--- config.mk ---
export PLATFORM = sky130hd
export DESIGN_NAME = shift_add_mult
export DESIGN_NICKNAME = d
export VERILOG_FILES = /design/src/rtl/shift_add_mult.sv
export SDC_FILE = /design/constraint.sdc
export NUM_CORES = 1
export LEC_CHECK = 0
export CAP_MARGIN = 15
export CORE_MARGIN = 10
export CORE_UTILIZATION = 45
export CTS_BUF_LIST = sky130_fd_sc_hd__clkbuf_2
export CTS_CLUSTER_DIAMETER = 50
export CTS_CLUSTER_SIZE = 10
export DETAILED_ROUTE_END_ITERATION = 12
export PLACE_DENSITY = 0.69
export SETUP_SLACK_MARGIN = 0.02
export SYNTH_ARGS = -nofsm -noshare
export SYNTH_HDL_FRONTEND = slang
export SYNTH_SLANG_ARGS = --single-unit
--- constraint.sdc ---
create_clock -name clk -period 2.2 [get_ports clk]
set_input_delay 0.44 -clock clk [delete_from_list [all_inputs] [get_ports clk]]
set_output_delay 0.44 -clock clk [all_outputs]
set_load 0.01 [all_outputs]
--- src/rtl/shift_add_mult.sv ---
// Sequential unsigned multiplier using the shift-and-add method.
// An operation starts when ld is sampled high in IDLE and takes WIDTH BUSY
// cycles, one partial product per cycle. The result is then held in DONE
// until the initiator drops ld. All outputs come straight from flops.
module shift_add_mult #(
  parameter int WIDTH = 8
) (
  input  logic               clk,
  input  logic               reset,
  input  logic [WIDTH-1:0]   mult1,
  input  logic [WIDTH-1:0]   mult2,
  input  logic               ld,
  output logic [2*WIDTH-1:0] mult_res,
  output logic               mult_ok,
  output logic               busy
);

  // The counter only needs to reach WIDTH-1, because the last step is
  // identified by its pre-step count.
  localparam int CW = (WIDTH > 1) ? $clog2(WIDTH) : 1;
  localparam logic [CW-1:0] CNT_LAST = CW'(WIDTH - 1);

  typedef enum logic [1:0] {
    IDLE = 2'b00,
    BUSY = 2'b01,
    DONE = 2'b10
  } state_t;

  state_t             state_q, state_d;
  logic [2*WIDTH-1:0] a_q, a_d;
  logic [WIDTH-1:0]   b_q, b_d;
  logic [2*WIDTH-1:0] acc_q, acc_d;
  logic [CW-1:0]      cnt_q, cnt_d;
  logic [2*WIDTH-1:0] res_q, res_d;
  logic               ok_q, ok_d;
  logic               busy_q, busy_d;
  logic [2*WIDTH-1:0] acc_step;

  // Accumulator value after the current step, shared by the accumulator
  // update and the final result capture so both see the last addition.
  always_comb begin
    acc_step = b_q[0] ? (acc_q + a_q) : acc_q;
  end

  // Next-state and datapath control; flags are derived from the next state
  // so they can be registered alongside it.
  always_comb begin
    state_d = state_q;
    a_d     = a_q;
    b_d     = b_q;
    acc_d   = acc_q;
    cnt_d   = cnt_q;
    res_d   = res_q;

    unique case (state_q)
      IDLE: begin
        if (ld) begin
          a_d     = {{WIDTH{1'b0}}, mult1};
          b_d     = mult2;
          acc_d   = '0;
          cnt_d   = '0;
          state_d = BUSY;
        end
      end
      BUSY: begin
        acc_d = acc_step;
        a_d   = a_q << 1;
        b_d   = b_q >> 1;
        cnt_d = cnt_q + CW'(1);
        if (cnt_q == CNT_LAST) begin
          res_d   = acc_step;
          state_d = DONE;
        end
      end
      DONE: begin
        // Leaving DONE requires ld low, so a held ld cannot retrigger.
        if (!ld) begin
          state_d = IDLE;
        end
      end
      default: begin
        state_d = IDLE;
      end
    endcase

    busy_d = (state_d == BUSY);
    ok_d   = (state_d == DONE);
  end

  // State, datapath and output registers; reset clears everything at once.
  always_ff @(posedge clk or posedge reset) begin
    if (reset) begin
      state_q <= IDLE;
      a_q     <= '0;
      b_q     <= '0;
      acc_q   <= '0;
      cnt_q   <= '0;
      res_q   <= '0;
      ok_q    <= 1'b0;
      busy_q  <= 1'b0;
    end else begin
      state_q <= state_d;
      a_q     <= a_d;
      b_q     <= b_d;
      acc_q   <= acc_d;
      cnt_q   <= cnt_d;
      res_q   <= res_d;
      ok_q    <= ok_d;
      busy_q  <= busy_d;
    end
  end

  assign mult_res = res_q;
  assign mult_ok  = ok_q;
  assign busy     = busy_q;

endmodule

==> results of run 1 <==
==> cell families (layout without fill, tap and decap cells) <==
family | count (synthesis) | count (layout) | share of synthesized area
AOI/OAI and AO/OA | 118 | 118 | 0.227
and+or+nand+nor | 79 | 79 | 0.113
DFF | 63 | 63 | 0.469
muxes | 22 | 22 | 0.0656
buffers and inverters | 19 | 90 | 0.0250
adders and majority gates | 18 | 18 | 0.0693
xor gates and xnor gates | 12 | 12 | 0.0313
==> state kept, by name, indices dropped and copies added (netlist names) <==
| name | flops |
|---|---|
| busy | 1 |
| acc_q | 16 |
| state_q | 2 |
| mult_ok | 1 |
| b_q | 8 |
| mult_res | 16 |
| a_q | 16 |
| cnt_q | 3 |
==> placed cells by master, fill, tap and decap left out, types with 4 or more instances in the layout <==
cell / instances
sky130_fd_sc_hd__a21o_1: 6
sky130_fd_sc_hd__mux2i_1: 22
sky130_fd_sc_hd__clkdlybuf4s50_1: 36
sky130_fd_sc_hd__a22o_1: 16
sky130_fd_sc_hd__clkbuf_2: 12
sky130_fd_sc_hd__buf_4: 35
sky130_fd_sc_hd__nor2_1: 4
sky130_fd_sc_hd__nand2_1: 48
sky130_fd_sc_hd__o21ai_1: 10
sky130_fd_sc_hd__a21oi_1: 18
sky130_fd_sc_hd__nor3b_1: 6
sky130_fd_sc_hd__o21ai_0: 41
sky130_fd_sc_hd__ha_1: 9
sky130_fd_sc_hd__dfrtp_1: 61
sky130_fd_sc_hd__a21oi_2: 6
sky130_fd_sc_hd__ha_4: 5
sky130_fd_sc_hd__xnor2_1: 6
==> cell type report <==
cell class / instances / area share
Multi-Input combinational cell: 249 / 0.436
Clock buffer: 12 / 0.0139
Sequential cell: 63 / 0.367
Clock inverter: 2 / 0.00232
Inverter: 4 / 0.00349
Tap cell: 99 / 0.0288
Timing Repair Buffer: 72 / 0.149
==> worst max-delay path, cell delays in order, from the launching register on <==
cell                       delay, ns
sky130_fd_sc_hd__dfrtp_1        0.42
sky130_fd_sc_hd__ha_2           0.21
sky130_fd_sc_hd__fa_2           0.34
sky130_fd_sc_hd__a21o_1         0.22
sky130_fd_sc_hd__a311oi_4       0.29
sky130_fd_sc_hd__o21ai_1        0.11
sky130_fd_sc_hd__a41o_1         0.26
sky130_fd_sc_hd__xnor2_2        0.17
sky130_fd_sc_hd__o21ai_1        0.09
==> how the worst max path moves through the flow <==
stage                       from        end  slack (ns)  cells past startpoint
after global placement    a_q[0]  acc_q[14]       -0.01                      8
after floorplan           a_q[4]  acc_q[15]        0.03                      7
final                     a_q[0]  acc_q[14]       -0.01                      8
after CTS                 a_q[0]  acc_q[14]       -0.05                      8
after global routing      a_q[0]  acc_q[14]       -0.06                      8
after detailed placement  a_q[0]  acc_q[14]       -0.10                      8
==> cell usage after synthesis (all sizes together) <==
master	n	area share
a31o	1	0.0026
and2b	1	0.0026
or2b	1	0.0026
nor2	4	0.0045
nand3	4	0.0060
clkbuf	12	0.016
o21ba	1	0.0030
o21bai	3	0.0067
inv	4	0.0045
a31oi	1	0.0019
ha	17	0.063
o21ai	52	0.077
o211ai	3	0.0067
xor2	3	0.0078
o211a	1	0.0030
nand2	48	0.054
xnor2	9	0.023
mux2i	22	0.066
fa	1	0.0060
nand2b	1	0.0019
buf	3	0.0041
a21oi	24	0.038
o21a	1	0.0026
a2111o	1	0.0034
a2111oi	2	0.011
nor2b	4	0.0075
a22o	17	0.044
o31ai	1	0.0022
or2	1	0.0019
a311oi	1	0.0026
nor3b	6	0.013
or3	1	0.0034
o31a	1	0.0026
nor3	2	0.0030
dfrtp	63	0.47
and2	2	0.0041
and3	4	0.0082
a21o	7	0.016
a41o	1	0.0030
==> power by group through the flow <==
stage / Clock (mW) / Sequential, mW / Combinational, mW
finish: 0.531 / 2.03 / 3.62
global route: 0.605 / 2.10 / 4.01
CTS: 0.557 / 2.02 / 3.42
detailed placement: 0 / 2.01 / 3.24
global placement: 0 / 2.00 / 3.17
floorplan: 0 / 1.96 / 2.10
==> stage by stage <==
step	utilization	setup WS [ns]	setup TNS (ns)	instance area (µm²)
finish	0.594	-0.0126	-0.0172	4310
global route	0.594	-0.0637	-0.340	4310
floorplan	-	0.0291	0	3360
CTS	0.578	-0.0479	-0.184	4190
detailed placement	0.555	-0.100	-0.397	4020
global placement	0.555	-0.0140	-0.0155	4020
==> timing repair <==
item / CTS / global route
buffers inserted: 3 / 3
resized for setup: 15 / 21
pin swaps: 11 / 15
setup endpoints to repair: 10 / 14
==> metal layers <==
| metal | global-route usage | part of all wire |
|---|---|---|
| met5 | 0 | 0 |
| met4 | 0.0561 | 0.011 |
| met3 | 0.0326 | 0.047 |
| met2 | 0.221 | 0.47 |
| met1 | 0.183 | 0.47 |
==> impl_summary.md, run 1 <==
Synth
For this run, the register share of the synthesized area comes to 0.469. The number of nets in the synthesized netlist is between 300 and 400. Synthesis inferred 63 register bits.

The synthesized netlist occupies a cell area of ~0.0034 mm². The netlist uses 47 different library cells. The synthesized instance count is 331. The number of warnings reported in the yosys synthesis log is 0. The mean area per synthesized cell is roughly 10 µm².

Power
In this run the power density over the cells is between 1000 and 1500 mW/mm². The fraction of power consumed by sequential logic is 0.328. Of the total power, the share spent switching nets is 0.414. The total power is approximately 6.2 mW. The leakage power figure is roughly 2.0 nW. The combinational group share of total power is 0.586. The power share of the clock group is 0.086.

The internal portion of total power is around 3.6 mW. The worst-case IR drop observed on VDD is between 0.0006 and 0.0007 V. The switching power is 2.55 mW.

Final layout
Of the cells placed in the final design, the portion with a size suffix greater than 1 is 0.229. The number of nets in the layout is around 440. The count of cells in the finished layout, fillers not included, comes to 501. Across the whole layout, storage elements account for between 0.0015 and 0.002 mm². The area growth from synthesis to layout is 28.2%. The filler cells instantiated in the layout total around 640. The area occupied by multi-input gates is 0.00188 mm². The number of antenna repair diodes is 0.

Placement
Routability-driven placement finished with a final weighted congestion of about 0.86. The number of port buffers is 36. In this run, placement finished with an instance count of a little under 500. Once detailed placement completed, the half-perimeter wirelength came to about 5.4 mm.

STA
The clock period minus worst slack is between 2 and 2.5 ns. Final hold analysis gives a worst-case slack of ~0.32 ns. Measured against its own limit, the worst slew margin works out to 0.259.

The fraction of the cycle the final worst path needs is 1.01. The worst path setup slack after routing is -0.0126 ns. On the final layout, the worst clock skew is approximately 0.016 ns.

The max-slew violation count came to 0. Setup violations remaining at the end of the flow were counted as 2. The hold violation count in the final report is 0. The maximum clock frequency is ~450 MHz. For the pin with the worst max-slew slack, the measured transition is around 1.1 ns. Setup repair after global routing could not meet its margin everywhere.

Die
After floorplanning, the core was sized to cover between 0.007 and 0.008 mm². During I/O placement, the number of pins put on the boundary was 37. In this run the vertical extent of the chip is 106 µm.

The die covers 0.0113 mm². The die is between 100 and 150 µm wide. For this configuration, the core starts out at a cell density of 0.463. Row generation in the floorplan step produced 31 rows.

Routing
The routed layout has about 2700 vias. The final routed DRC violation total is 0. The first routing iteration left ~110 violations. The number of nets still failing antenna checks after routing is 0. The first TritonRoute pass finished after 4 iterations. Dividing the detail-routed wire length by the instance count gives 15.5 µm. The total length of routed wires is around 7.7 mm. After detailed routing, the number of vias per cell comes to around 5.4.

Critical path
The arrival time at the worst endpoint is roughly 2.6 ns. Of all nets on the critical path, the largest fanout is 3. The worst register-to-register path has a depth of 8. The worst register-to-register path ends at acc_q[14]. STA classifies the critical path startpoint as a register. For flop-to-flop paths, the worst setup slack is -0.01 ns. In this run the critical register-to-register path is launched from a_q[0].

The required time at the endpoint of the critical path is around 2.6 ns. STA classifies the critical path endpoint as a register. The worst setup path is of the register to register kind.

Global routing
The via count of the first global-routing pass is 2701. For this run the aggregate overflow at the end of global routing stands at 0. The number of antenna violations at the first check in global routing is 0.

The first-pass GRT wire length is 13.0 mm. Entering global routing, the biggest net connects 64 pins. For this run, the total global-route usage over all layers was measured as 0.141.

Worst hold path
The min-delay analysis places its worst path in the category input port to asynchronous set/reset pin.

Clock network
The maximum buffer depth of the clock tree is 2. The number of clock buffers added by TritonCTS is 9. The source-to-sink clock delay at the later pin of the worst-skew pair is around 0.47 ns. The library cell used as clock root buffer is sky130_fd_sc_hd__clkbuf_2. The count of H-tree levels built during CTS is 3.

Clock-pin slew was measured on the worst setup and hold paths at about 0.16 ns. The number of hold buffers added after CTS was 0. The total number of clock tree sinks is 63.

The clock tree from TritonCTS is yes.

Job
Max-cap violations in this run came to 0.

Outcome
The flow ran to the end, but the final reports show violations. The checks that failed: negative setup slack.
Note: power is estimated with default switching activity, not from simulation.
==> inputs of run 2 (changes only) <==
--- a/config.mk
+++ b/config.mk
@@ -12,7 +12,7 @@
 export CTS_CLUSTER_DIAMETER = 50
 export CTS_CLUSTER_SIZE = 10
 export DETAILED_ROUTE_END_ITERATION = 12
-export PLACE_DENSITY = 0.69
+export DONT_BUFFER_PORTS = 1
 export SETUP_SLACK_MARGIN = 0.02
 export SYNTH_ARGS = -nofsm -noshare
 export SYNTH_HDL_FRONTEND = slang
==> run 2 against run 1 <==
Compared with the run above:
- the flow now finishes without violations
- via count down 2.6%
- largest power group unchanged
- worst hold slack worse by 0.25 ns
- highest routed layer unchanged
- register-to-register slack gained 0.06 ns
- clock power rose by 53%
- critical path type unchanged
- final cell count is 4.6% lower
- cell area is 4.1% lower
- setup slack improved by 0.059 ns
==> impl_summary.md, run 2 (synthesis gave the netlist of run 1 again) <==
Critical path
Of all nets on the critical path, the largest fanout is 3. The slowest cell on the critical path is sky130_fd_sc_hd__dfrtp_1. Counting both buffers and inverters, the worst setup path holds a total of 0. Data on the critical path is required at its endpoint by 2.61 ns. The worst-case reg-to-reg path depth is 8. The delay of the slowest critical-path stage is 0.42 ns.

The type of destination of the critical path is a register. The classification of the worst setup path is register to register. The kind of start point of the critical path is a register. Counting stages on the worst path, the most repeated cell is sky130_fd_sc_hd__o21ai_1. The logic depth of the worst path, buffers included is 8. The arrival time at the worst endpoint is 2.56 ns. Walking the worst path, the cells encountered are ha_2 -> fa_2 -> a21o_1 -> a311oi_4 -> o21ai_1 -> a41o_1 -> xnor2_2 -> o21ai_1. The cell family contributing the most delay on the critical path is compound AO/OA/AOI/OAI gates.

STA
The max-slew violation count is 0. Setup repair after global routing could not meet its margin everywhere. In the finished design, the share of the clock period the worst path needs comes to 0.979. Headroom to the max-slew limit came out at 0.729. The maximum clock frequency is 464 MHz. On the final layout, the worst hold slack is 0.0702 ns.

At the pin with the least slew margin, the transition time is 0.406 ns. The worst path meets setup with 0.0460 ns of slack. The clock tree skew after final layout is roughly 0.028 ns.

The final number of setup-violating endpoints is 0. The hold violation count in the final report came to 0. In the final timing run, aggregate negative setup slack is 0 ns. After layout, the minimum clock period comes to approximately 2.2 ns.

Power
The worst-case IR drop observed on VDD is 0.000767 V. The fraction of power spent switching nets is 0.416. The internal portion of total power is around 3.7 mW. Of the total power, the clock network draws 0.128. The combinational group share of total power is 0.541. Power spread over the standard cell area amounts to ~1500 mW/mm².

The switching power is between 2 and 3 mW. Summed over all cells, the static leakage comes to roughly 2.0 nW. The fraction of power consumed by sequential logic is 0.332.

Job
The tool flagged a number of max-cap violations equal to 0.

Clock network
The count of H-tree levels built during CTS is 3. The source-to-sink clock delay at the later pin of the worst-skew pair is around 0.53 ns. TritonCTS built the clock tree. The cell sitting at the root of the clock tree is a sky130_fd_sc_hd__clkbuf_2. The clock buffer count from CTS is 9. CTS saw 63 sinks.

Counting along the longest clock path gives a buffer depth of 2. The clock slew seen by the registers of the worst setup and hold paths is about 0.20 ns.

Routing
For this run, design rule violations remaining after detail routing come to 0. Using the TritonRoute via totals, the vias-per-cell ratio works out to 5.48. The total length of routed wires is 7.99 mm. The number of nets still failing antenna checks after routing is 0. The routed wirelength normalized by instance count is roughly 17 µm.

The pre-antenna-repair detailed-routing pass consisted of 4 iterations. The routed layout has roughly 2600 vias. The detailed router finished its first iteration with 60 violations.

Global routing
The number of antenna violations at the first check in global routing is 0. For this run, the total global-route usage over all layers was measured as 0.142. The first global-routing pass estimated around 13 mm of wire. Entering global routing, the biggest net connects 46 pins. The total overflow left after global routing is 0.

The via count of the first global-routing pass is 2638.

Final layout
Leaving out fill and tap cells, the most frequent cell in the layout is sky130_fd_sc_hd__dfrtp_1. In the layout the commonest cells are 61 x sky130_fd_sc_hd__dfrtp_1, 46 x sky130_fd_sc_hd__nand2_1, 44 x sky130_fd_sc_hd__buf_4, 40 x sky130_fd_sc_hd__o21ai_0, 22 x sky130_fd_sc_hd__mux2i_1. At the end of the flow, the number of nets in the layout was approximately 410. 0 antenna diodes ended up in the layout. In the final layout, the share of cells above drive strength 1 is 0.272.

The final standard cell count with taps included and fillers excluded is 478. From synthesis to final layout, the design area changed by 23.0%.

Worst hold path
The type of the worst min-delay path is input port to register. Counting instances, the worst hold path has a depth of 2.

Die
In this run the core area contains 31 standard-cell rows. In this run the count of I/O pins placed on the die edge is 37. The die covers 0.0113 mm².

For this configuration, the core starts out at a cell density of 0.463. In this run the vertical extent of the chip is between 100 and 150 µm. The floorplan core area is 0.00725 mm². In this run the horizontal extent of the chip is about 110 µm.

Placement
OpenSTA, run right after detailed placement, puts the worst setup slack at -0.0594 ns. The number of placed instances, taps included, is between 400 and 500. Buffers placed on the I/O ports in this run total 0.

The placed wire-length estimate is between 5 and 6 mm. The congestion estimate from routability-driven global placement came to around 0.89.

Outcome
The run finished with clean final reports.
run 2: cell types whose count changed in the layout (fill, tap and decap cells not counted), moves of 2 or more:
cell	delta
sky130_fd_sc_hd__a21oi_1	+2
sky130_fd_sc_hd__a21oi_2	-3
sky130_fd_sc_hd__buf_4	+9
sky130_fd_sc_hd__bufinv_16	+2
sky130_fd_sc_hd__clkbuf_2	-3
sky130_fd_sc_hd__clkdlybuf4s50_1	-36
sky130_fd_sc_hd__nand2_1	-2
sky130_fd_sc_hd__nand2_2	+2
run 2: timing repair:
| action | 4_1_cts | 5_1_grt |
|---|---|---|
| setup endpoints to repair | 10 | 18 |
| pin swaps | 13 | 21 |
| hold endpoints to repair | 63 | 0 |
| setup buffers | 4 | 10 |
| resized for setup | 13 | 29 |
| hold buffers | 1 | 0 |
run 2: worst paths after layout:
check | start | to | slack [ns]
setup / recovery | acc_q[0] | acc_q[14] | 0.05
hold / removal | ld | mult_ok | 0.07
setup reg to reg | acc_q[0] | acc_q[14] | 0.05
hold reg to reg | b_q[3] | b_q[3] | 0.51
max in group asynchronous | reset | mult_res[15] | 1.55
min in group asynchronous | reset | acc_q[2] | 0.38
run 2: power by group through the flow:
stage,registers (mW),logic (mW),clock network (mW)
final,2.12,3.45,0.814
after floorplan,1.96,2.10,0
after detailed placement,2.12,2.92,0
after global placement,2.10,2.87,0
after CTS,2.12,3.06,0.825
after global routing,2.19,3.83,0.874
run 2: final cells by class:
type,count,area [µm²]
clock inverters,7,87.6
inverters,4,15.0
flip-flops and latches,63,1580
well taps,99,124
multi-input cells,249,1910
clock buffers,9,45.0
repair buffers,47,372
fillers,650,3120
run 2: through the flow:
stage / util / power, mW / cell area, µm²
after floorplan: - / 4.07 / 3360
after global placement: 0.507 / 4.97 / 3680
after detailed placement: 0.507 / 5.04 / 3680
after CTS: 0.539 / 6.00 / 3910
after global routing: 0.570 / 6.89 / 4130
final: 0.570 / 6.38 / 4130
run 2: layer usage:
layer	GRT usage	vias to the layer above	wire (µm)
met5	0	-	0
met4	0.0609	0	116
met3	0.0399	13	433
met2	0.227	48	3770
met1	0.177	1273	3670
li1	-	1285	-
run 2: worst reg2reg max path, cell delays in order, from the launching register on:
cell and delay [ns]:
sky130_fd_sc_hd__dfrtp_1 0.42, sky130_fd_sc_hd__ha_2 0.20, sky130_fd_sc_hd__fa_2 0.34, sky130_fd_sc_hd__a21o_1 0.22
sky130_fd_sc_hd__a311oi_4 0.28, sky130_fd_sc_hd__o21ai_1 0.09, sky130_fd_sc_hd__a41o_1 0.25, sky130_fd_sc_hd__xnor2_2 0.18
sky130_fd_sc_hd__o21ai_1 0.07
==> inputs of run 3 (changes only) <==
--- a/config.mk
+++ b/config.mk
@@ -14,6 +14,7 @@
 export DETAILED_ROUTE_END_ITERATION = 12
 export DONT_BUFFER_PORTS = 1
 export SETUP_SLACK_MARGIN = 0.02
+export SLEW_MARGIN = 20
 export SYNTH_ARGS = -nofsm -noshare
 export SYNTH_HDL_FRONTEND = slang
 export SYNTH_SLANG_ARGS = --single-unit
==> results of run 3 <==
Same layout as run 2: the final DEF is identical, and so are final timing and power.
